File: config.mk
export PLATFORM = sky130hd
export DESIGN_NAME = alu_param_core
export DESIGN_NICKNAME = d
export VERILOG_FILES = /design/src/rtl/alu_param_pkg.sv /design/src/rtl/alu_mul_pipe.sv /design/src/rtl/alu_param_core.sv
export SDC_FILE = /design/constraint.sdc
export NUM_CORES = 1
export LEC_CHECK = 0
export CAP_MARGIN = 30
export CORE_MARGIN = 8
export CORE_UTILIZATION = 45
export DETAILED_ROUTE_END_ITERATION = 8
export PLACE_DENSITY_LB_ADDON = 0.05
export SLEW_MARGIN = 15
export SYNTH_ARGS = -nofsm -noshare
export SYNTH_HDL_FRONTEND = slang
export SYNTH_SLANG_ARGS = --single-unit
File: constraint.sdc
create_clock -name CLK -period 12.6 [get_ports CLK]
set_input_delay 1.89 -clock CLK [delete_from_list [all_inputs] [get_ports CLK]]
set_output_delay 1.89 -clock CLK [all_outputs]
set_load 0.1 [all_outputs]
File: src/rtl/alu_param_pkg.sv
// Shared types and command decode helpers for the parametrised ALU core.
// Command encodings are 4 bits wide regardless of the CMD field width at the top.
package alu_param_pkg;

  typedef enum logic [3:0] {
    A_ADD, A_SUB, A_ADD_CIN, A_SUB_CIN, A_INC_A, A_DEC_A, A_INC_B, A_DEC_B,
    A_CMP, A_MUL_INC, A_MUL_SHL
  } arith_cmd_e;

  typedef enum logic [3:0] {
    L_AND, L_NAND, L_OR, L_NOR, L_XOR, L_XNOR, L_NOT_A, L_NOT_B,
    L_SHR1_A, L_SHL1_A, L_SHR1_B, L_SHL1_B, L_ROL, L_ROR
  } logic_cmd_e;

  typedef enum logic [1:0] {IDLE, WAIT_OP, MUL} state_e;

  typedef enum logic [1:0] {SEL_ALU, SEL_MUL, SEL_TMO} res_sel_e;

  localparam logic [1:0] NEED_A  = 2'b01;
  localparam logic [1:0] NEED_B  = 2'b10;
  localparam logic [1:0] NEED_AB = 2'b11;

  function automatic logic cmd_known(input logic mode, input logic [3:0] cmd);
    return mode ? (cmd <= 4'd10) : (cmd <= 4'd13);
  endfunction

  function automatic logic cmd_is_mul(input logic mode, input logic [3:0] cmd);
    return mode && ((cmd == A_MUL_INC) || (cmd == A_MUL_SHL));
  endfunction

  function automatic logic [1:0] op_mask(input logic mode, input logic [3:0] cmd);
    logic [1:0] m;
    m = NEED_AB;
    if (mode) begin
      case (arith_cmd_e'(cmd))
        A_INC_A, A_DEC_A: m = NEED_A;
        A_INC_B, A_DEC_B: m = NEED_B;
        default:          m = NEED_AB;
      endcase
    end else begin
      case (logic_cmd_e'(cmd))
        L_NOT_A, L_SHR1_A, L_SHL1_A: m = NEED_A;
        L_NOT_B, L_SHR1_B, L_SHL1_B: m = NEED_B;
        default:                     m = NEED_AB;
      endcase
    end
    return m;
  endfunction

endpackage

File: src/rtl/alu_mul_pipe.sv
// Multiplier with MUL_LAT registered stages; the first stage registers the product.
// Valid travels alongside the data and the whole pipe stalls when ce is low.
module alu_mul_pipe #(
  parameter int unsigned WIDTH   = 8,
  parameter int unsigned MUL_LAT = 2
) (
  input  logic                 clk,
  input  logic                 rst_n,
  input  logic                 ce,
  input  logic                 in_valid,
  input  logic [WIDTH:0]       a,
  input  logic [WIDTH:0]       b,
  output logic                 out_valid,
  output logic [2*WIDTH-1:0]   product
);

  logic [2*WIDTH-1:0] ax, bx, prod;
  logic [2*WIDTH-1:0] prod_q [MUL_LAT];
  logic [MUL_LAT-1:0] vld_q;

  // Operands widened first so the product is taken modulo 2^(2*WIDTH), not WIDTH+1.
  assign ax   = {{(WIDTH-1){1'b0}}, a};
  assign bx   = {{(WIDTH-1){1'b0}}, b};
  assign prod = ax * bx;

  always_ff @(posedge clk or negedge rst_n) begin
    if (!rst_n) begin
      vld_q <= '0;
      for (int unsigned i = 0; i < MUL_LAT; i++) prod_q[i] <= '0;
    end else if (ce) begin
      prod_q[0] <= prod;
      vld_q[0]  <= in_valid;
      for (int unsigned i = 1; i < MUL_LAT; i++) begin
        prod_q[i] <= prod_q[i-1];
        vld_q[i]  <= vld_q[i-1];
      end
    end
  end

  assign out_valid = vld_q[MUL_LAT-1];
  assign product   = prod_q[MUL_LAT-1];

endmodule

File: src/rtl/alu_param_core.sv
// Width-generic ALU with operand wait window, pipelined multiply and RES_VALID/BUSY handshake.
// Results and flags are registered and held until the next RES_VALID pulse.
module alu_param_core
  import alu_param_pkg::*;
#(
  parameter int unsigned WIDTH       = 8,
  parameter int unsigned CMD_W       = 4,
  parameter int unsigned WAIT_CYCLES = 16,
  parameter int unsigned MUL_LAT     = 2
) (
  input  logic                 CLK,
  input  logic                 RST,
  input  logic                 CE,
  input  logic                 MODE,
  input  logic [CMD_W-1:0]     CMD,
  input  logic [1:0]           INP_VALID,
  input  logic [WIDTH-1:0]     OPA,
  input  logic [WIDTH-1:0]     OPB,
  input  logic                 CIN,
  output logic [2*WIDTH-1:0]   RES,
  output logic                 COUT,
  output logic                 OFLOW,
  output logic                 G,
  output logic                 L,
  output logic                 E,
  output logic                 ERR,
  output logic                 RES_VALID,
  output logic                 BUSY
);

  localparam int unsigned RW    = 2 * WIDTH;
  localparam int unsigned SH_W  = $clog2(WIDTH);
  localparam int unsigned CNT_W = $clog2(WAIT_CYCLES + 1);
  localparam logic [WIDTH:0]   ONE1 = (WIDTH+1)'(1);
  localparam logic [WIDTH-1:0] ONEW = WIDTH'(1);

  state_e             state_q, state_d;
  logic [CNT_W-1:0]   cnt_q, cnt_d;
  logic               lat_mode, lat_cin;
  logic [3:0]         lat_cmd;
  logic [WIDTH-1:0]   lat_a, lat_b;
  logic [1:0]         lat_iv;
  logic [RW-1:0]      res_q;
  logic               cout_q, oflow_q, g_q, l_q, e_q, err_q, rv_q;

  logic [CMD_W+3:0]   cmd_ext;
  logic [3:0]         cmd4;
  logic               cmd_hi_nz, in_wait;
  logic               e_mode, e_cin, e_valid, ready;
  logic [3:0]         e_cmd;
  logic [WIDTH-1:0]   e_a, e_b;
  logic [WIDTH:0]     a1, b1, cin1;
  logic [1:0]         have, mask;
  logic [SH_W-1:0]    amt;
  logic               amt_hi_nz;
  logic [RW-1:0]      rol_full, ror_full;

  logic               fire, mul_start, latch;
  res_sel_e           fire_sel;
  logic [WIDTH:0]     r1, mul_a, mul_b;
  logic [RW-1:0]      alu_res, mul_prod;
  logic               alu_cout, alu_oflow, alu_g, alu_l, alu_e, alu_err, mul_vld;

  // Wider CMD fields are accepted; any set bit above the 4-bit code makes the command invalid.
  assign cmd_ext   = {4'b0000, CMD};
  assign cmd4      = cmd_ext[3:0];
  assign cmd_hi_nz = |(cmd_ext >> 4);

  // While waiting, the latched operation is completed using whichever operand was missing.
  assign in_wait = (state_q == WAIT_OP);
  assign e_mode  = in_wait ? lat_mode : MODE;
  assign e_cmd   = in_wait ? lat_cmd  : cmd4;
  assign e_cin   = in_wait ? lat_cin  : CIN;
  assign e_a     = (in_wait && lat_iv[0]) ? lat_a : OPA;
  assign e_b     = (in_wait && lat_iv[1]) ? lat_b : OPB;
  assign e_valid = in_wait ? 1'b1 : (cmd_known(MODE, cmd4) && !cmd_hi_nz);
  assign have    = in_wait ? (lat_iv | INP_VALID) : INP_VALID;
  assign mask    = op_mask(e_mode, e_cmd);
  assign ready   = ((have & mask) == mask);

  assign a1        = {1'b0, e_a};
  assign b1        = {1'b0, e_b};
  assign cin1      = {{WIDTH{1'b0}}, e_cin};
  assign amt       = e_b[SH_W-1:0];
  assign amt_hi_nz = |(e_b >> SH_W);
  assign rol_full  = {e_a, e_a} << amt;
  assign ror_full  = {e_a, e_a} >> amt;

  always_ff @(posedge CLK or negedge RST) begin
    if (!RST) begin
      state_q  <= IDLE;
      cnt_q    <= '0;
      lat_mode <= 1'b0;
      lat_cmd  <= '0;
      lat_cin  <= 1'b0;
      lat_a    <= '0;
      lat_b    <= '0;
      lat_iv   <= '0;
      res_q    <= '0;
      cout_q   <= 1'b0;
      oflow_q  <= 1'b0;
      g_q      <= 1'b0;
      l_q      <= 1'b0;
      e_q      <= 1'b0;
      err_q    <= 1'b0;
      rv_q     <= 1'b0;
    end else if (CE) begin
      state_q <= state_d;
      cnt_q   <= cnt_d;
      rv_q    <= fire;
      if (latch) begin
        lat_mode <= MODE;
        lat_cmd  <= cmd4;
        lat_cin  <= CIN;
        lat_a    <= OPA;
        lat_b    <= OPB;
        lat_iv   <= INP_VALID;
      end
      if (fire) begin
        case (fire_sel)
          SEL_ALU: begin
            res_q <= alu_res;   cout_q <= alu_cout; oflow_q <= alu_oflow;
            g_q   <= alu_g;     l_q    <= alu_l;    e_q     <= alu_e;
            err_q <= alu_err;
          end
          SEL_MUL: begin
            res_q <= mul_prod;  cout_q <= 1'b0; oflow_q <= 1'b0;
            g_q   <= 1'b0;      l_q    <= 1'b0; e_q     <= 1'b0;
            err_q <= 1'b0;
          end
          default: begin
            res_q <= '0;        cout_q <= 1'b0; oflow_q <= 1'b0;
            g_q   <= 1'b0;      l_q    <= 1'b0; e_q     <= 1'b0;
            err_q <= 1'b1;
          end
        endcase
      end
    end else begin
      rv_q <= 1'b0;
    end
  end

  always_comb begin
    state_d   = state_q;
    cnt_d     = cnt_q;
    fire      = 1'b0;
    fire_sel  = SEL_ALU;
    mul_start = 1'b0;
    latch     = 1'b0;
    if (CE) begin
      case (state_q)
        IDLE: begin
          if (INP_VALID != 2'b00) begin
            if (!e_valid) begin
              fire = 1'b1;
            end else if (ready) begin
              if (cmd_is_mul(e_mode, e_cmd)) begin
                mul_start = 1'b1;
                state_d   = MUL;
              end else begin
                fire = 1'b1;
              end
            end else begin
              latch   = 1'b1;
              cnt_d   = '0;
              state_d = WAIT_OP;
            end
          end
        end
        WAIT_OP: begin
          if (ready) begin
            cnt_d = '0;
            if (cmd_is_mul(e_mode, e_cmd)) begin
              mul_start = 1'b1;
              state_d   = MUL;
            end else begin
              fire    = 1'b1;
              state_d = IDLE;
            end
          end else if (cnt_q == CNT_W'(WAIT_CYCLES - 1)) begin
            fire     = 1'b1;
            fire_sel = SEL_TMO;
            cnt_d    = '0;
            state_d  = IDLE;
          end else begin
            cnt_d = cnt_q + CNT_W'(1);
          end
        end
        MUL: begin
          if (mul_vld) begin
            fire     = 1'b1;
            fire_sel = SEL_MUL;
            state_d  = IDLE;
          end
        end
        default: state_d = IDLE;
      endcase
    end
  end

  always_comb begin
    r1        = '0;
    alu_cout  = 1'b0;
    alu_oflow = 1'b0;
    alu_g     = 1'b0;
    alu_l     = 1'b0;
    alu_e     = 1'b0;
    alu_err   = 1'b0;
    mul_a     = '0;
    mul_b     = '0;
    if (!e_valid) begin
      alu_err = 1'b1;
    end else if (e_mode) begin
      case (arith_cmd_e'(e_cmd))
        A_ADD:     begin r1 = a1 + b1;        alu_cout = r1[WIDTH]; end
        A_SUB:     begin r1 = {1'b0, e_a - e_b}; alu_oflow = (e_a < e_b); end
        A_ADD_CIN: begin r1 = a1 + b1 + cin1; alu_cout = r1[WIDTH]; end
        A_SUB_CIN: begin r1 = {1'b0, e_a - e_b - WIDTH'(e_cin)}; alu_oflow = (a1 < (b1 + cin1)); end
        A_INC_A:   begin r1 = a1 + ONE1;      alu_cout = r1[WIDTH]; end
        A_DEC_A:   begin r1 = {1'b0, e_a - ONEW}; alu_oflow = (e_a == '0); end
        A_INC_B:   begin r1 = b1 + ONE1;      alu_cout = r1[WIDTH]; end
        A_DEC_B:   begin r1 = {1'b0, e_b - ONEW}; alu_oflow = (e_b == '0); end
        A_CMP:     begin alu_g = (e_a > e_b); alu_l = (e_a < e_b); alu_e = (e_a == e_b); end
        A_MUL_INC: begin mul_a = a1 + ONE1; mul_b = b1 + ONE1; end
        A_MUL_SHL: begin mul_a = {1'b0, e_a << 1}; mul_b = b1; end
        default:   alu_err = 1'b1;
      endcase
    end else begin
      case (logic_cmd_e'(e_cmd))
        L_AND:    r1 = {1'b0, e_a & e_b};
        L_NAND:   r1 = {1'b0, ~(e_a & e_b)};
        L_OR:     r1 = {1'b0, e_a | e_b};
        L_NOR:    r1 = {1'b0, ~(e_a | e_b)};
        L_XOR:    r1 = {1'b0, e_a ^ e_b};
        L_XNOR:   r1 = {1'b0, ~(e_a ^ e_b)};
        L_NOT_A:  r1 = {1'b0, ~e_a};
        L_NOT_B:  r1 = {1'b0, ~e_b};
        L_SHR1_A: r1 = {1'b0, e_a >> 1};
        L_SHL1_A: r1 = {1'b0, e_a << 1};
        L_SHR1_B: r1 = {1'b0, e_b >> 1};
        L_SHL1_B: r1 = {1'b0, e_b << 1};
        L_ROL:    if (amt_hi_nz) alu_err = 1'b1; else r1 = {1'b0, rol_full[RW-1:WIDTH]};
        L_ROR:    if (amt_hi_nz) alu_err = 1'b1; else r1 = {1'b0, ror_full[WIDTH-1:0]};
        default:  alu_err = 1'b1;
      endcase
    end
    alu_res = {{(WIDTH-1){1'b0}}, r1};
  end

  alu_mul_pipe #(
    .WIDTH   (WIDTH),
    .MUL_LAT (MUL_LAT)
  ) u_mul (
    .clk       (CLK),
    .rst_n     (RST),
    .ce        (CE),
    .in_valid  (mul_start),
    .a         (mul_a),
    .b         (mul_b),
    .out_valid (mul_vld),
    .product   (mul_prod)
  );

  assign RES       = res_q;
  assign COUT      = cout_q;
  assign OFLOW     = oflow_q;
  assign G         = g_q;
  assign L         = l_q;
  assign E         = e_q;
  assign ERR       = err_q;
  assign RES_VALID = rv_q;
  assign BUSY      = (state_q != IDLE);

endmodule

Yosys cells after proc, flatten, opt, wreduce, memory -nomap -nowiden
Cells that the tools add are included.
{"block": "classes", "bitwise_logic": 10, "n_reduce_logical": 24, "n_eq_ne": 25, "n_mux": 90, "magnitude_cmp": 5, "addsub": 10, "multipliers": 1, "shift": 2}
{"operator": "8-bit case mux with 14 select lines", "n": 1}
{"operator": "9-bit case mux with 8 select lines", "n": 1}
{"operator": "9-bit 2-to-1 mux", "n": 6}
{"operator": "1-bit 2-to-1 mux", "n": 45}
{"operator": "8-bit inverter", "n": 5}
{"operator": "9-bit case mux with 2 select lines", "n": 2}
{"operator": "8-bit 2-to-1 mux", "n": 4}
{"operator": "16-bit case mux with 2 select lines", "n": 1}
{"operator": "2-bit 2-to-1 mux", "n": 13}
{"operator": "5-bit 2-to-1 mux", "n": 5}
{"operator": "4-bit == test, second input constant", "n": 6}
{"operator": "8-bit by 1-bit adder with 9-bit output, second input constant", "n": 2}
{"operator": "4-bit by 3-bit == test with 1-bit output, second input constant", "n": 4}
{"operator": "8-bit zero test", "n": 2}
{"operator": "9-bit by 9-bit multiplier with 16-bit output", "n": 1}
{"operator": "16-bit by 3-bit left shift with 16-bit output", "n": 1}
{"operator": "16-bit by 3-bit right shift with 8-bit output", "n": 1}
{"operator": "8-bit by 1-bit subtractor with 8-bit output, second input constant", "n": 2}
{"operator": "2-bit case mux with 2 select lines", "n": 3}
{"operator": "12-bit OR reduction", "n": 1}
{"operator": "11-bit OR reduction", "n": 1}
{"operator": "5-bit case mux with 2 select lines", "n": 1}
{"operator": "8-bit by 1-bit adder with 9-bit output", "n": 1}
{"operator": "8-bit by 8-bit adder with 9-bit output", "n": 1}
{"operator": "other kinds (40)", "n": 57}
{"block": "totals", "in_bits": 27, "out_inout_bits": 24, "register_bits": 88}

Longest topological paths before layout
{"block": "depth", "depth_word": 14, "mapped_depth": 35, "mapped_depth_nobuf": 31}

Cells and area by module
From an unflattened synthesis, not the netlist that was laid out.
{"block": "unflattened", "cells_unflattened": 1342, "hier_area_um2": 11312.1}
{"mod": "alu_param_core", "n_inst": 1, "cells_each": 940, "area_per_inst_um2": 7430.9}
{"mod": "alu_mul_pipe", "n_inst": 1, "cells_each": 402, "area_per_inst_um2": 3881.2}

Least setup slack after synthesis
Ideal clock, no wire load.
{"block": "synth_timing", "path_type": "input-to-reg", "from": "input port OPA[1]", "to": "register u_mul.prod_q[30] (netlist name)", "path_buffers": 1, "arrival_ps": 7716, "required_time_ps": 12484, "slack_ps": 4768, "path_stages": 26, "path_cell_list": "a21boi_2 inv_1 ha_1 nand4_1 o21ai_0 and2_1 a211o_1 o21ai_0 and2_1 clkbuf_1 nand2_1 fa_1 inv_1 fa_1 inv_1 fa_1 fa_1 inv_1 ha_1 o21ai_0 a21boi_0 o21ai_0 a21boi_0 o211ai_1 a2111o_1 o311ai_0"}
{"block": "synth_via", "elab_chain_len": 6}
{"element": "start, declared", "line_no": "alu_param_core.sv:17", "text": "input logic [WIDTH-1:0] OPA,"}
{"element": "8-bit 2-to-1 mux (*)", "line_no": "alu_param_core.sv:74", "text": "assign e_a = (in_wait && lat_iv[0]) ? lat_a : OPA;"}
{"element": "8-bit by 1-bit adder with 9-bit output", "line_no": "alu_param_core.sv:224", "text": "A_MUL_INC: begin mul_a = a1 + ONE1; mul_b = b1 + ONE1; end"}
{"element": "9-bit case mux with 2 select lines (*)", "line_no": "alu_param_core.sv:214", "text": "case (arith_cmd_e'(e_cmd))"}
{"element": "9-bit 2-to-1 mux (*)", "line_no": "alu_param_core.sv:213", "text": "end else if (e_mode) begin"}
{"element": "9-bit 2-to-1 mux (*)", "line_no": "alu_param_core.sv:211", "text": "if (!e_valid) begin"}
{"element": "9-bit by 9-bit multiplier with 16-bit output (*)", "line_no": "alu_mul_pipe.sv:24", "text": "assign prod = ax * bx;"}
{"element": "end signal, assigned by index", "line_no": "alu_mul_pipe.sv:34", "text": "prod_q[i] <= prod_q[i-1];"}
{"element": "end, declared", "line_no": "alu_mul_pipe.sv:18", "text": "logic [2*WIDTH-1:0] prod_q [MUL_LAT];"}
Mark *: on every way between the ends. The rest lies on a longest branch, timed or not.
A chain may end at the register's enable or synchronous reset.

Final worst setup path
{"block": "layout_timing", "from": "input port OPA[1]", "to": "register u_mul.prod_q[31] (netlist name)"}
Same word-level chain as after synthesis.

==> impl_metrics.yaml <==
clocking:
  cts_setup_buffers: 0
  cts-root-buf: "clkbuf_16"
  htreeDepth: 3
  numCtsBuffers: 9
  ctsHoldBuffers: 0
  clk_path_buf_depth: 2
  cts_sinks: 88
  cts_tree: "done"
  cts_resized: 0
  clk_latency_ps: 370
  clkTransAtPathRegs_ps: 80
floorplan:
  die_area_um2: 30860
  placeableCoreArea_um2: 25110
  start_util_pct: 45.69
  die_h_um: 175.7
  fp.dieW_um: 175.7
  rows: 58
  io_pins: 51
power_and_ir_drop:
  leakage_uw: 0.005369
  power_density_nw_per_um2: 184.1
  peakVddDrop_mv: 0.2074
worst_setup_path:
  cp_max_fo: 13
  path_common_cell: "inv_1"
  startpoint_type: "input port"
  worstPathRequired_ps: 12870
  arrival_ps: 9360
  cp_slowest_cell: "a21boi_2"
  cpLargestDelayFamily: "compound AO/OA/AOI/OAI gates"
  critical_path_class: "in2reg"
  cp-end-kind: "flop"
  crit_path_max_incr_delay_ps: 720
  crit_buf_inv: 5
yosys:
  yosysSeqAreaShare_pct: 19.20
  synth-edff-count: 0
  synth_area_leaders: "dfrtp_1 (19%), fa_1 (8.9%), ha_1 (8.5%), mux2_2 (5.4%), nand2_1 (4.9%)"
  synthesis.nets: 1524
  synth.distinct_cells: 100
  yosysTopAreaCell: "dfrtp_1"
  async_flop_share_pct: 100.0
  ys_ff_latch: 88
  synth_top_flop_cell: "dfrtp_1"
  synth_top_area_share_pct: 19.20
  postSynthAreaPerCell_um2: 8.386
  syn_area_um2: 11470
  synth_cells: 1368
  yosys_warnings: 0
cells_and_area:
  nets: 1536
  postLayoutCoreUtil_pct: 49.84
  final_cells: 1715
  area_delta_synth_final_pct: 9.085
  n_antenna_cell: 0
  drive_gt1_share_pct: 11.34
detailed_routing:
  drc: 0
  drt_iter0_drc: 1420
  dr_wl_met3_um: 4135
  first_pass_iters: 6
  dr_wl_met2_um: 16960
  postRouteAntennaNets: 0
  highest_layer: "met4"
  avgViaCountPerCell: 6.484
  vias: 11120
  wl_um: 41540
  avgRoutedWirePerCell_um: 24.22
  drt-met1-wl_um: 18870
status:
  outcome: "finished, final reports clean"
sta:
  timing.fmax_mhz: 110.0
  finalMaxSlewViolations: 0
  hold_viol: 0
  worst_pin_slew_ps: 1046
  fin_crit_sh_pct: 72.17
  min_period_ps: 9094
  skew_ps: 18.11
  setup-tns-final_ps: 0
  setup_viol: 0
  grt_setup_unrepaired: "false"
  max_slew_margin_pct: 29.87
grt:
  grt_pass1_wl_um: 64050
  grt_pass1_vias: 10624
  antenna_found_initial: 2
  grt_remaining_overflow: 0
  grtUsageTotal_pct: 26.68
  grt_max_degree: 68
placement:
  io_buffers: 50
  placed_cells: 1698
  gp_congestion: 1.007
  dpl.hpwl_um: 31800
hold_path:
  min_path_type: "reg2reg"
run:
  max-cap-violations: 0
-- routing by layer --
| layer | vias up | global-route usage, % |
|---|---|---|
| met5 | - | 0 |
| met4 | 0 | 9.855 |
| met3 | 117 | 5.454 |
| met2 | 612 | 37.89 |
| met1 | 5384 | 38.98 |
| li1 | 5007 | - |
-- Yosys cell counts, drive strengths merged (16+ instances only) --
library cell  number
xnor2             37
nor3              35
dfrtp             88
mux2              55
mux2i             28
a22oi             16
o21ai             71
fa                51
and3              20
clkbuf            32
o22ai             31
nand4             21
a211oi            26
buf               41
ha                78
a21oi             56
nand3             51
nand2            154
nor2              94
inv              115
-- worst min-delay path, stage by stage (launching register included) --
cell and delay [ps]:
dfrtp_1 350, nand2_1 50, nand2_1 50
-- worst paths after layout --
check                      startpoint               end  slack, ps  cells past startpoint
setup / recovery               OPA[1]  u_mul.prod_q[31]       3510                     26
hold / removal                RES[12]           RES[12]        470                      2
setup reg to reg           state_q[1]  u_mul.prod_q[31]       4270                     28
hold reg to reg               RES[12]           RES[12]        470                      2
max in group asynchronous         RST           RES[10]      10070                      2
min in group asynchronous         RST        state_q[1]       1450                      1
-- metrics by stage --
step / setup WS (ps) / hold WS (ps) / instance area, µm² / total power, µW
global route: 2950 / 492.3 / 12510 / 2409
global placement: 3520 / 449.2 / 12180 / 1956
CTS: 3616 / 474.0 / 12510 / 2256
finish: 3506 / 467.0 / 12510 / 2304
floorplan: 4768 / 446.2 / 11470 / 1520
detailed placement: 3254 / 454.9 / 12200 / 1962
-- registers in the layout (all words and copies together), names as in the netlist, 2 cells and up --
signal / cells
lat_b: 8
state_q: 2
cnt_q: 5
u_mul.prod_q: 16
u_mul.vld_q: 2
lat_cmd: 4
lat_a: 8
lat_iv: 2
u_mul.product: 16
RES: 16
-- report_power, final --
group	internal (µW)	total (µW)	switching, µW
Sequential	346	419	72.6
Combinational	523	1600	1070
Clock	141	289	148
Total	1010	2300	1290
-- layout make-up --
| type | count | area (µm²) |
|---|---|---|
| timing repair buffer | 74 | 678.2 |
| clock buffer | 9 | 225.2 |
| inverter | 120 | 450.4 |
| fill | 2519 | 12590 |
| sequential | 88 | 2202 |
| multi-input combinational | 1087 | 8468 |
| tap | 330 | 412.9 |
| clock inverter | 7 | 77.57 |
-- cells in the final DEF, fill, tap and decap left out, types with 11 or more instances in the layout --
cell type / instances
o211ai_1: 12
nand2_1: 150
nand4_1: 20
o21ai_0: 61
dfrtp_1: 88
mux2_2: 55
o22ai_1: 31
a21o_1: 14
clkdlybuf4s50_1: 48
fa_1: 51
a31oi_1: 11
a211oi_1: 25
and3_1: 20
xnor2_1: 37
a22oi_1: 15
ha_1: 77
nor2_1: 91
a21oi_1: 54
buf_4: 23
mux4_2: 13
inv_1: 112
nor3_1: 32
mux2i_1: 25
nand3_1: 51
-- cells by family after synthesis --
family | synth area share [%]
buffers and inverters | 7.013
adders and majority gates | 17.41
AOI/OAI and AO/OA | 22.01
and+or+nand+nor | 20.14
xor gates and xnor gates | 3.512
muxes | 10.72
DFF | 19.20
(Power assumes the default switching activity.)
